File: src/rtl/mem_arbiter_pkg.sv
// Shared types and constants for the data-RAM arbiter between the CPU memory stage and a DMA master.
package mem_arb_pkg;

   typedef enum logic {
      OWN_CPU = 1'b0,
      OWN_DMA = 1'b1
   } owner_t;

   localparam int unsigned BURST_CNT_W               = 4;
   localparam int unsigned MEM_ARB_BURST_MAX_DEFAULT = 4;

endpackage

File: src/rtl/mem_arbiter_if.sv
// CPU, DMA and RAM-side bus bundle for mem_arbiter; slave = arbiter, master = requesters and RAM.
interface mem_arbiter_if #(
   parameter int unsigned ADDR_W = 32,
   parameter int unsigned DATA_W = 32
);

   logic              CpuReq;
   logic              CpuWe;
   logic [ADDR_W-1:0] CpuAddr;
   logic [DATA_W-1:0] CpuWData;
   logic              CpuStall;
   logic [DATA_W-1:0] CpuRData;
   logic              CpuRValid;

   logic              DmaReq;
   logic              DmaWe;
   logic [ADDR_W-1:0] DmaAddr;
   logic [DATA_W-1:0] DmaWData;
   logic              DmaGnt;
   logic [DATA_W-1:0] DmaRData;
   logic              DmaRValid;

   logic              MemEn;
   logic              MemWe;
   logic [ADDR_W-1:0] MemAddr;
   logic [DATA_W-1:0] MemWData;
   logic [DATA_W-1:0] MemRData;

   modport slave (
      input  CpuReq, CpuWe, CpuAddr, CpuWData,
      output CpuStall, CpuRData, CpuRValid,
      input  DmaReq, DmaWe, DmaAddr, DmaWData,
      output DmaGnt, DmaRData, DmaRValid,
      output MemEn, MemWe, MemAddr, MemWData,
      input  MemRData
   );

   modport master (
      output CpuReq, CpuWe, CpuAddr, CpuWData,
      input  CpuStall, CpuRData, CpuRValid,
      output DmaReq, DmaWe, DmaAddr, DmaWData,
      input  DmaGnt, DmaRData, DmaRValid,
      input  MemEn, MemWe, MemAddr, MemWData,
      output MemRData
   );

endinterface

File: src/rtl/mem_arbiter_rr_grant.sv
// Round-robin grant decision with a bounded DMA burst allowance; outputs are one-hot or zero.
module rr_grant
   import mem_arb_pkg::*;
#(
   parameter int unsigned BURST_MAX = MEM_ARB_BURST_MAX_DEFAULT
) (
   input  logic                   cpu_req,
   input  logic                   dma_req,
   input  owner_t                 last_owner,
   input  logic [BURST_CNT_W-1:0] burst_cnt,
   output logic                   cpu_grant,
   output logic                   dma_grant
);

   logic dma_in_burst;

   // A zero count with DMA as last owner means its run was broken by an idle
   // cycle (or reset), so the tie starts fresh and the CPU goes first.
   assign dma_in_burst = (last_owner == OWN_DMA) && (burst_cnt != '0) &&
                         (burst_cnt < BURST_CNT_W'(BURST_MAX));

   always_comb begin
      cpu_grant = 1'b0;
      dma_grant = 1'b0;
      if (cpu_req && dma_req) begin
         if ((last_owner == OWN_CPU) || dma_in_burst) dma_grant = 1'b1;
         else                                         cpu_grant = 1'b1;
      end else begin
         cpu_grant = cpu_req;
         dma_grant = dma_req;
      end
   end

endmodule

File: src/rtl/mem_arbiter.sv
// Data-RAM arbiter: CPU vs DMA round-robin, RAM port mux and one-cycle read return.
// Optional performance counters are enabled with `define MEM_ARB_PERF_EN.
module mem_arbiter
   import mem_arb_pkg::*;
#(
   parameter int unsigned ADDR_W    = 32,
   parameter int unsigned DATA_W    = 32,
   parameter int unsigned BURST_MAX = MEM_ARB_BURST_MAX_DEFAULT
) (
   input  logic         CLK,
   input  logic         Reset,
   mem_arbiter_if.slave bus
`ifdef MEM_ARB_PERF_EN
   , output logic [31:0] CpuStallCnt
   , output logic [31:0] DmaBeatCnt
`endif
);

   logic                   cpu_grant, dma_grant;
   owner_t                 last_owner_q, last_owner_d;
   logic [BURST_CNT_W-1:0] burst_cnt_q, burst_cnt_d;
   logic                   cpu_rd_q, cpu_rd_d;
   logic                   dma_rd_q, dma_rd_d;
   logic [ADDR_W-1:0]      mem_addr;
   logic [DATA_W-1:0]      mem_wdata;

   rr_grant #(.BURST_MAX(BURST_MAX)) u_rr_grant (
      .cpu_req    (bus.CpuReq & ~Reset),
      .dma_req    (bus.DmaReq & ~Reset),
      .last_owner (last_owner_q),
      .burst_cnt  (burst_cnt_q),
      .cpu_grant  (cpu_grant),
      .dma_grant  (dma_grant)
   );

   always_comb begin
      last_owner_d = last_owner_q;
      if (cpu_grant)      last_owner_d = OWN_CPU;
      else if (dma_grant) last_owner_d = OWN_DMA;

      burst_cnt_d = '0;
      if (dma_grant)
         burst_cnt_d = (burst_cnt_q >= BURST_CNT_W'(BURST_MAX)) ? burst_cnt_q
                                                                : burst_cnt_q + BURST_CNT_W'(1);

      cpu_rd_d = cpu_grant & ~bus.CpuWe;
      dma_rd_d = dma_grant & ~bus.DmaWe;
   end

   always_ff @(posedge CLK) begin
      if (Reset) begin
         last_owner_q <= OWN_DMA;
         burst_cnt_q  <= '0;
         cpu_rd_q     <= 1'b0;
         dma_rd_q     <= 1'b0;
      end else begin
         last_owner_q <= last_owner_d;
         burst_cnt_q  <= burst_cnt_d;
         cpu_rd_q     <= cpu_rd_d;
         dma_rd_q     <= dma_rd_d;
      end
   end

   always_comb begin
      bus.MemWe = 1'b0;
      mem_addr  = '0;
      mem_wdata = '0;
      if (cpu_grant) begin
         bus.MemWe = bus.CpuWe;
         mem_addr  = bus.CpuAddr;
         mem_wdata = bus.CpuWData;
      end else if (dma_grant) begin
         bus.MemWe = bus.DmaWe;
         mem_addr  = bus.DmaAddr;
         mem_wdata = bus.DmaWData;
      end
   end

   assign bus.MemEn    = cpu_grant | dma_grant;
   assign bus.MemAddr  = mem_addr;
   assign bus.MemWData = mem_wdata;
   assign bus.CpuStall = bus.CpuReq & ~cpu_grant;
   assign bus.DmaGnt   = dma_grant;

   // Reset gates the return so a read granted just before reset is dropped.
   assign bus.CpuRValid = cpu_rd_q & ~Reset;
   assign bus.DmaRValid = dma_rd_q & ~Reset;
   assign bus.CpuRData  = bus.CpuRValid ? bus.MemRData : '0;
   assign bus.DmaRData  = bus.DmaRValid ? bus.MemRData : '0;

`ifdef MEM_ARB_PERF_EN
   logic [31:0] stall_cnt_q, stall_cnt_d;
   logic [31:0] beat_cnt_q, beat_cnt_d;

   always_comb begin
      stall_cnt_d = stall_cnt_q;
      beat_cnt_d  = beat_cnt_q;
      if (bus.CpuStall && (stall_cnt_q != '1)) stall_cnt_d = stall_cnt_q + 32'd1;
      if (dma_grant && (beat_cnt_q != '1))     beat_cnt_d  = beat_cnt_q + 32'd1;
   end

   always_ff @(posedge CLK) begin
      if (Reset) begin
         stall_cnt_q <= '0;
         beat_cnt_q  <= '0;
      end else begin
         stall_cnt_q <= stall_cnt_d;
         beat_cnt_q  <= beat_cnt_d;
      end
   end

   assign CpuStallCnt = stall_cnt_q;
   assign DmaBeatCnt  = beat_cnt_q;
`endif

endmodule

File: src/flat_wrapper.sv
// flat-port wrapper written by rule: the top's interface ports become plain ports
module mem_arbiter_flat import mem_arb_pkg::*;
#(
   parameter int unsigned ADDR_W    = 32,
   parameter int unsigned DATA_W    = 32,
   parameter int unsigned BURST_MAX = MEM_ARB_BURST_MAX_DEFAULT
)
  (CLK, Reset, bus_CpuReq, bus_CpuWe, bus_CpuAddr, bus_CpuWData, bus_CpuStall, bus_CpuRData, bus_CpuRValid, bus_DmaReq, bus_DmaWe, bus_DmaAddr, bus_DmaWData, bus_DmaGnt, bus_DmaRData, bus_DmaRValid, bus_MemEn, bus_MemWe, bus_MemAddr, bus_MemWData, bus_MemRData);
  mem_arbiter_if #(.ADDR_W(ADDR_W), .DATA_W(DATA_W)) bus_i ();
  input  logic CLK;
  input  logic Reset;
  input wire logic [$bits(bus_i.CpuReq)-1:0] bus_CpuReq;
  input wire logic [$bits(bus_i.CpuWe)-1:0] bus_CpuWe;
  input wire logic [$bits(bus_i.CpuAddr)-1:0] bus_CpuAddr;
  input wire logic [$bits(bus_i.CpuWData)-1:0] bus_CpuWData;
  output wire logic [$bits(bus_i.CpuStall)-1:0] bus_CpuStall;
  output wire logic [$bits(bus_i.CpuRData)-1:0] bus_CpuRData;
  output wire logic [$bits(bus_i.CpuRValid)-1:0] bus_CpuRValid;
  input wire logic [$bits(bus_i.DmaReq)-1:0] bus_DmaReq;
  input wire logic [$bits(bus_i.DmaWe)-1:0] bus_DmaWe;
  input wire logic [$bits(bus_i.DmaAddr)-1:0] bus_DmaAddr;
  input wire logic [$bits(bus_i.DmaWData)-1:0] bus_DmaWData;
  output wire logic [$bits(bus_i.DmaGnt)-1:0] bus_DmaGnt;
  output wire logic [$bits(bus_i.DmaRData)-1:0] bus_DmaRData;
  output wire logic [$bits(bus_i.DmaRValid)-1:0] bus_DmaRValid;
  output wire logic [$bits(bus_i.MemEn)-1:0] bus_MemEn;
  output wire logic [$bits(bus_i.MemWe)-1:0] bus_MemWe;
  output wire logic [$bits(bus_i.MemAddr)-1:0] bus_MemAddr;
  output wire logic [$bits(bus_i.MemWData)-1:0] bus_MemWData;
  input wire logic [$bits(bus_i.MemRData)-1:0] bus_MemRData;
  assign bus_i.CpuReq = bus_CpuReq;
  assign bus_i.CpuWe = bus_CpuWe;
  assign bus_i.CpuAddr = bus_CpuAddr;
  assign bus_i.CpuWData = bus_CpuWData;
  assign bus_CpuStall = bus_i.CpuStall;
  assign bus_CpuRData = bus_i.CpuRData;
  assign bus_CpuRValid = bus_i.CpuRValid;
  assign bus_i.DmaReq = bus_DmaReq;
  assign bus_i.DmaWe = bus_DmaWe;
  assign bus_i.DmaAddr = bus_DmaAddr;
  assign bus_i.DmaWData = bus_DmaWData;
  assign bus_DmaGnt = bus_i.DmaGnt;
  assign bus_DmaRData = bus_i.DmaRData;
  assign bus_DmaRValid = bus_i.DmaRValid;
  assign bus_MemEn = bus_i.MemEn;
  assign bus_MemWe = bus_i.MemWe;
  assign bus_MemAddr = bus_i.MemAddr;
  assign bus_MemWData = bus_i.MemWData;
  assign bus_i.MemRData = bus_MemRData;
  mem_arbiter #(.ADDR_W(ADDR_W), .DATA_W(DATA_W), .BURST_MAX(BURST_MAX)) u_core (.CLK(CLK), .Reset(Reset), .bus(bus_i));
endmodule
File: config.mk
export PLATFORM = sky130hd
export DESIGN_NAME = mem_arbiter_flat
export DESIGN_NICKNAME = d
export VERILOG_FILES = /design/src/rtl/mem_arbiter_pkg.sv /design/src/rtl/mem_arbiter_if.sv /design/src/rtl/mem_arbiter_rr_grant.sv /design/src/rtl/mem_arbiter.sv /design/src/flat_wrapper.sv
export SDC_FILE = /design/constraint.sdc
export NUM_CORES = 1
export LEC_CHECK = 0
export CAP_MARGIN = 20
export CORE_AREA = 5 5 112 114
export CTS_CLUSTER_SIZE = 28
export DETAILED_ROUTE_END_ITERATION = 16
export DIE_AREA = 0 0 117 119
export PLACE_DENSITY_LB_ADDON = 0.25
export SLEW_MARGIN = 10
export SYNTH_ARGS = -nofsm -noshare
export SYNTH_HDL_FRONTEND = slang
export SYNTH_HIERARCHICAL = 1
export SYNTH_SLANG_ARGS = --single-unit
File: constraint.sdc
create_clock -name CLK -period 2 [get_ports CLK]
set_clock_uncertainty 0.2 [all_clocks]
set_input_delay 0.2 -clock CLK [delete_from_list [all_inputs] [get_ports CLK]]
set_output_delay 0.2 -clock CLK [all_outputs]
set_load 0.05 [all_outputs]
==> results.toml <==
[setup_path]
regToRegEndpoint = "u_core/burst_cnt_q[1]"
critPathLaunchType = "flip-flop"
rr_worst_depth = 5
r2r_slack_ns = 0.32
arrival_ns = 1.85
end_kind = "output pin"
r2r_start = "u_core/burst_cnt_q[3]"
critPathRequiredTime_ns = 1.60
crit_fanout = 14
critPathKind = "flip-flop to output pin"

[outcome]
status = "finished with violations"
violations = "negative setup slack"

[timing]
fmax_mhz = 443
setup_ws_ns = -0.255
drv_slew = 0
setup_violations = 67
hold_viol_final = 0
rsz0062_at_grt = "true"
min_period_ns = 2.25
slew_headroom = 0.798
min_period_over_period = 1.13
tightest_slew_ns = 0.303

[final_layout]
antenna_cells = 0
drive_gt1_frac = 0.491
stdcell_count = 636
final_core_util = 0.605
area_growth_pct = 339
stdcell_area_mm2 = 0.00684
nets = 661

[flow_run]
maxCapViolCount = 0

[route]
ant_nets = 0
viasPerCell = 4.35
drc = 0
drtIter0Drc = 67
drtPass1Iterations = 4
wirelength_um = 12900
vias = 2766
wire_per_inst_um = 20.2

[synthesis]
synth_adder_area_share = 0.00802
synth_top_area_frac = 0.359
synth_flop_cell = "dfxtp_1"
synth_top_family_by_area = "compound AO/OA/AOI/OAI gates"
synth_edf_count = 0
synth_mux_area_frac = 0
synth_nets = 355
synth_cell_types = 25
avgSynthCellArea_um2 = 8.30
synth-seq-cells = 7
ys_seq_area_frac = 0.0898
yosys_warnings = 6
synth_compound_area_frac = 0.399
ys_top_cells_by_area = "a22o_1, and2_1, buf_12"
synth_xor_area_frac = 0
synthesis.area_mm2 = 0.00156
async_flop_share = 0
synth_simple_gate_area_frac = 0.337
syn_inst = 188
synth_commonest_cells = "a22o_1, and2_1, buf_12, buf_6, dfxtp_1"
yosys.area.top_type = "a22o_1"

[place]
dpl.cell_count = 621
hpwl_um = 9890
place_area_mm2 = 0.00610
place_congestion = 0.810
port_buffers = 299

[clocking]
insertion_delay_ns = 0.23
cts_tree = "built"
clk_pin_slew_worst_paths_ns = 0.04
htreeDepth = 1
ctsHoldBuffers = 0
tritoncts.num_buffers = 3
clockRootBuffer = "clkbuf_16"
cts_buffer_depth = 2
cts.sink_count = 7

[grt]
grt_pass1_wl_um = 17800
antenna_found_initial = 0
grt_overflow = 0
grt_max_degree = 36
grt_pass1_vias = 3048
grt_util_all_layers = 0.167

[power_and_ir_drop]
leakagePower_nw = 2.86
p_per_area_mw_per_mm2 = 317
vdd_drop_max_v = 0.000303

[worst_hold_path]
holdPathEnd = "u_core/last_owner_q"
hp-start = "u_core/last_owner_q"
hold_class = "flip-flop to flip-flop"
hold_depth = 2

[floorplan]
start_util = 0.138
io-pin-count = 300
row_count = 39
fp.dieH_um = 119
die_area_mm2 = 0.0139
die_x_um = 117
coreArea_mm2 = 0.0113
## stage by stage
stage | power [mW] | worst slack [ns] | setup TNS (ns) | hold slack (ns)
after floorplan | 0.785 | -0.0382 | -2.07 | 0.0724
after global placement | 1.64 | -0.332 | -19.83 | 0.280
after detailed placement | 1.66 | -0.415 | -24.66 | 0.300
after CTS | 2.12 | -0.251 | -14.97 | 0.349
after global routing | 2.24 | -0.322 | -17.69 | 0.366
final | 2.17 | -0.255 | -13.44 | 0.351
## report_power, final
group / total (mW) / internal [mW] / leakage, nW / switching [mW]
registers: 0.145 / 0.143 / 0.0586 / 0.00234
logic: 1.69 / 0.941 / 2.77 / 0.745
clock network: 0.337 / 0.265 / 0.0382 / 0.0722
total: 2.17 / 1.35 / 2.86 / 0.819
## logic make-up after synthesis
logic type	count (synthesis)
AND/OR/NAND/NOR	82
buffers and inverters	24
adder cells (fa/ha/maj)	1
flip-flops	7
AO/OA/AOI/OAI	74
## flip-flops by register name, summed over array words and instances, names as in the netlist
name	cells
u_core/burst_cnt_q	4
u_core/last_owner_q	1
u_core/cpu_rd_q	1
u_core/dma_rd_q	1
## critical path, cell delays in order (launching register included)
cell     delay, ns
dfxtp_4       0.34
o31ai_4       0.31
o21a_4        0.16
nor2b_4       0.17
buf_12        0.15
buf_16        0.17
a22o_2        0.17
buf_12        0.14
## worst max-delay path by stage
stage	to	slack (ns)	startpoint	cells past startpoint
after global routing	bus_MemAddr[15]	-0.32	u_core/burst_cnt_q[3]	7
after detailed placement	bus_MemWData[25]	-0.41	Reset	7
after floorplan	bus_MemAddr[0]	-0.04	u_core/burst_cnt_q[3]	6
final	bus_MemWData[11]	-0.25	u_core/burst_cnt_q[3]	7
after CTS	bus_MemWData[2]	-0.25	u_core/burst_cnt_q[3]	7
after global placement	bus_MemWData[24]	-0.33	Reset	7
## routing by layer
layer / part of all wire / up-vias / GRT usage
li1: - / 1308 / -
met1: 0.34 / 1259 / 0.164
met5: 0 / - / 0
met3: 0.11 / 12 / 0.0598
met4: 0.015 / 0 / 0.0401
met2: 0.54 / 187 / 0.324
## cell type report
type                    count  area, µm²
repair buffers            322       4710
fillers                   902       4480
multi-input cells         157       1720
well taps                 143        179
flip-flops and latches      7        146
clock buffers               4       78.8
inverters                   3       11.3
## layout by cell type (no fill, tap or decap), drive strengths merged
cell type      count
clkbuf             5
or3b               1
nor2b              6
a21oi              4
dlygate4sd2        2
or3                1
nor2               4
and2              64
ha                 1
clkdlybuf4s50    163
o21bai             1
or2                1
buf              156
a22o              64
nand2              2
o31ai              1
nor3b              1
o21ai              3
inv                3
nand2b             1
or2b               1
o21a               1
dfxtp              7
## timing repair
action	4_1_cts	5_1_grt
setup endpoints to repair	67	67
cloned	6	1
pin swaps	5	1
endpoints found under the hold margin	0	0
resized for setup	41	36
setup buffers	6	0
(Power assumes the default switching activity.)
==> edit: new RTL, same settings <==
`DATA_W` is set to 32 in 3 places; all go to 24.
--- a/src/rtl/mem_arbiter_if.sv
+++ b/src/rtl/mem_arbiter_if.sv
@@ -1,7 +1,7 @@
 // CPU, DMA and RAM-side bus bundle for mem_arbiter; slave = arbiter, master = requesters and RAM.
 interface mem_arbiter_if #(
    parameter int unsigned ADDR_W = 32,
-   parameter int unsigned DATA_W = 32
+   parameter int unsigned DATA_W = 24
 );
 
    logic              CpuReq;
--- a/src/rtl/mem_arbiter.sv
+++ b/src/rtl/mem_arbiter.sv
@@ -4,7 +4,7 @@
    import mem_arb_pkg::*;
 #(
    parameter int unsigned ADDR_W    = 32,
-   parameter int unsigned DATA_W    = 32,
+   parameter int unsigned DATA_W    = 24,
    parameter int unsigned BURST_MAX = MEM_ARB_BURST_MAX_DEFAULT
 ) (
    input  logic         CLK,
--- a/src/flat_wrapper.sv
+++ b/src/flat_wrapper.sv
@@ -2,7 +2,7 @@
 module mem_arbiter_flat import mem_arb_pkg::*;
 #(
    parameter int unsigned ADDR_W    = 32,
-   parameter int unsigned DATA_W    = 32,
+   parameter int unsigned DATA_W    = 24,
    parameter int unsigned BURST_MAX = MEM_ARB_BURST_MAX_DEFAULT
 )
   (CLK, Reset, bus_CpuReq, bus_CpuWe, bus_CpuAddr, bus_CpuWData, bus_CpuStall, bus_CpuRData, bus_CpuRValid, bus_DmaReq, bus_DmaWe, bus_DmaAddr, bus_DmaWData, bus_DmaGnt, bus_DmaRData, bus_DmaRValid, bus_MemEn, bus_MemWe, bus_MemAddr, bus_MemWData, bus_MemRData);
Ports: changed (6 resized); port bits go from 300 to 252. No check against the original RTL was run, so the function may have changed too.
==> edit against the original RTL <==
Critical endpoint is now bus_MemAddr[19]. Global-route usage shrank 4.3 points. Clock power increased by 1%. Non-clock buffer count is 47 lower. Final area decreased by 16%. The run still ends with negative setup slack left. Highest routed layer unchanged. Setup slack worse by 0.025 ns. Power down 11%. Largest cell class unchanged. Maximum frequency down 1.1%. Area after synthesis shrank 19%. Wire length is 26% lower. Final cell count down 11%. Sequential cell count did not move.
==> edit: results <==
[run_status]
outcome = finished, violations left
violations = negative setup slack

[final_layout]
largest_reg_flops = 4
fin_nets = 566
drive_above_1_share_pct = 50.24
diodes = 0
fillCellCount = 1009
largest_register = u_core/burst_cnt_q

[clocking]
path_clk_slew_ns = 0.04
clk_latency_ns = 0.23
htree_levels = 1
numCtsBuffers = 3
clockRootBuffer = clkbuf_16
clk_path_buf_depth = 2

[logic_synthesis]
synth_top_area_share_pct = 38.93
async_reset_ff_share_pct = 0
ys.flop_type = dfxtp_1
yosysWarningCount = 6
netlist_top_cells_count = a22o_1, and2_1, dfxtp_1
synth_cell_type_count = 25
synthesis.nets = 303
synthTopCellsByArea = a22o_1, and2_1, dfxtp_1
synth_seq_area_share_pct = 11.12

[setup_path]
path_delay_family = buffers and inverters
slowest_delay_ns = 0.31
r2r_cells = 6
cp_slowest_cell = dfxtp_2
ff2ff_setup_slack_ns = 0.34
crit_arrival_ns = 1.88
worstPathMaxFanout = 16
timing.rr.end = u_core/cpu_rd_q
r2r_start = u_core/burst_cnt_q[0]

[sta]
fin_hold_ws_ns = 0.3275
tightest_slew_ns = 0.2805
setup_viol = 58
worst_slack_ns = -0.2802
tns_ns = -14.57

[placement]
routabilityCongestion = 0.7892
io_buffers = 251
dpl_cell_area_um2 = 5434
dp_hpwl_um = 8364

[power_and_ir_drop]
p_sw_share_pct = 37.11
power.leakage_nw = 2.435
vdd_drop_max_v = 0.0002662

[drt]
drt_pass1_iterations = 4
drtIter0Drc = 50
vias_per_cell = 4.181
wire_per_inst_um = 16.89

[hold_path]
hold_start = u_core/last_owner_q
hold_depth = 2
hold_class = reg2reg
holdPathEnd = u_core/last_owner_q

[global_routing]
antenna_found_initial = 0
grt_pass1_vias = 2658
grt_usage_pct = 12.44
grt_start_max_net_pins = 26
grt_pass1_wl_um = 13930

[job]
cap_violations = 0
edit: cell types whose count changed in the layout (fill, tap and decap cells not counted), sizes merged:
| cell | change |
|---|---|
| clkdlybuf4s50 | -24 |
| and2 | -16 |
| dlygate4sd2 | -1 |
| or2b | -1 |
| nand2b | +1 |
| clkbuf | -1 |
| buf | -22 |
| a22o | -8 |
| dlymetal6s2s | +1 |
edit: worst register-to-register path: stages, from the launching register on:
cell	delay, ns
dfxtp_2	0.31
nor2_2	0.12
o31ai_2	0.07
buf_4	0.15
a21oi_4	0.19
buf_6	0.30
nor3b_1	0.24
edit: per-stage QoR:
| stage | util (%) | instances | setup slack [ns] |
|---|---|---|---|
| after global placement | 48.00 | 558 | -0.2606 |
| after global routing | 51.02 | 565 | -0.3191 |
| after CTS | 50.36 | 566 | -0.3198 |
| after detailed placement | 48.00 | 558 | -0.2922 |
| after floorplan | - | 160 | -0.05450 |
| final | 51.02 | 565 | -0.2802 |
edit: power by group through the flow:
stage / combinational, mW / clock, mW / sequential (mW)
final: 1.43 / 0.342 / 0.146
after global routing: 1.49 / 0.351 / 0.146
after CTS: 1.43 / 0.343 / 0.146
after detailed placement: 1.38 / 0 / 0.148
after global placement: 1.37 / 0 / 0.148
after floorplan: 0.576 / 0 / 0.148
edit: worst max-delay path by stage:
stage                               start         endpoint  cells after the start
floorplan           u_core/burst_cnt_q[3]   bus_MemAddr[8]                      6
global placement                    Reset  bus_MemAddr[21]                      7
detailed placement                  Reset  bus_MemAddr[21]                      7
CTS                 u_core/burst_cnt_q[3]   bus_MemAddr[6]                      8
global route        u_core/burst_cnt_q[0]  bus_MemAddr[19]                      9
finish              u_core/burst_cnt_q[0]  bus_MemAddr[19]                      9
edit: per-layer routing:
metal | vias up | wire (µm) | global-route usage, %
met3 | 4 | 1379 | 5.375
met1 | 1068 | 3075 | 11.95
li1 | 1111 | - | -
met2 | 179 | 5038 | 24.57
met5 | - | 0 | 0
met4 | 0 | 51 | 1.505
edit: layout make-up:
type                            count  area share (%)
Clock buffer                        4           1.365
Tap cell                          143           3.098
Timing Repair Buffer              275           67.22
Sequential cell                     7           2.491
Inverter                            3          0.1950
Multi-Input combinational cell    133           25.63
edit: repair_timing:
action                     CTS  global route
resized for setup           33            16
buffers inserted             3             1
setup endpoints to repair   58            59
pin swaps                    1             2
cloned                       1             0
edit: cell families after synthesis:
group / after synthesis / synth area share [%]
compound gates: 66 / 43.89
fa+ha+maj: 1 / 0.9929
buf+inv: 20 / 11.12
flops: 7 / 11.12
simple gates: 66 / 32.87
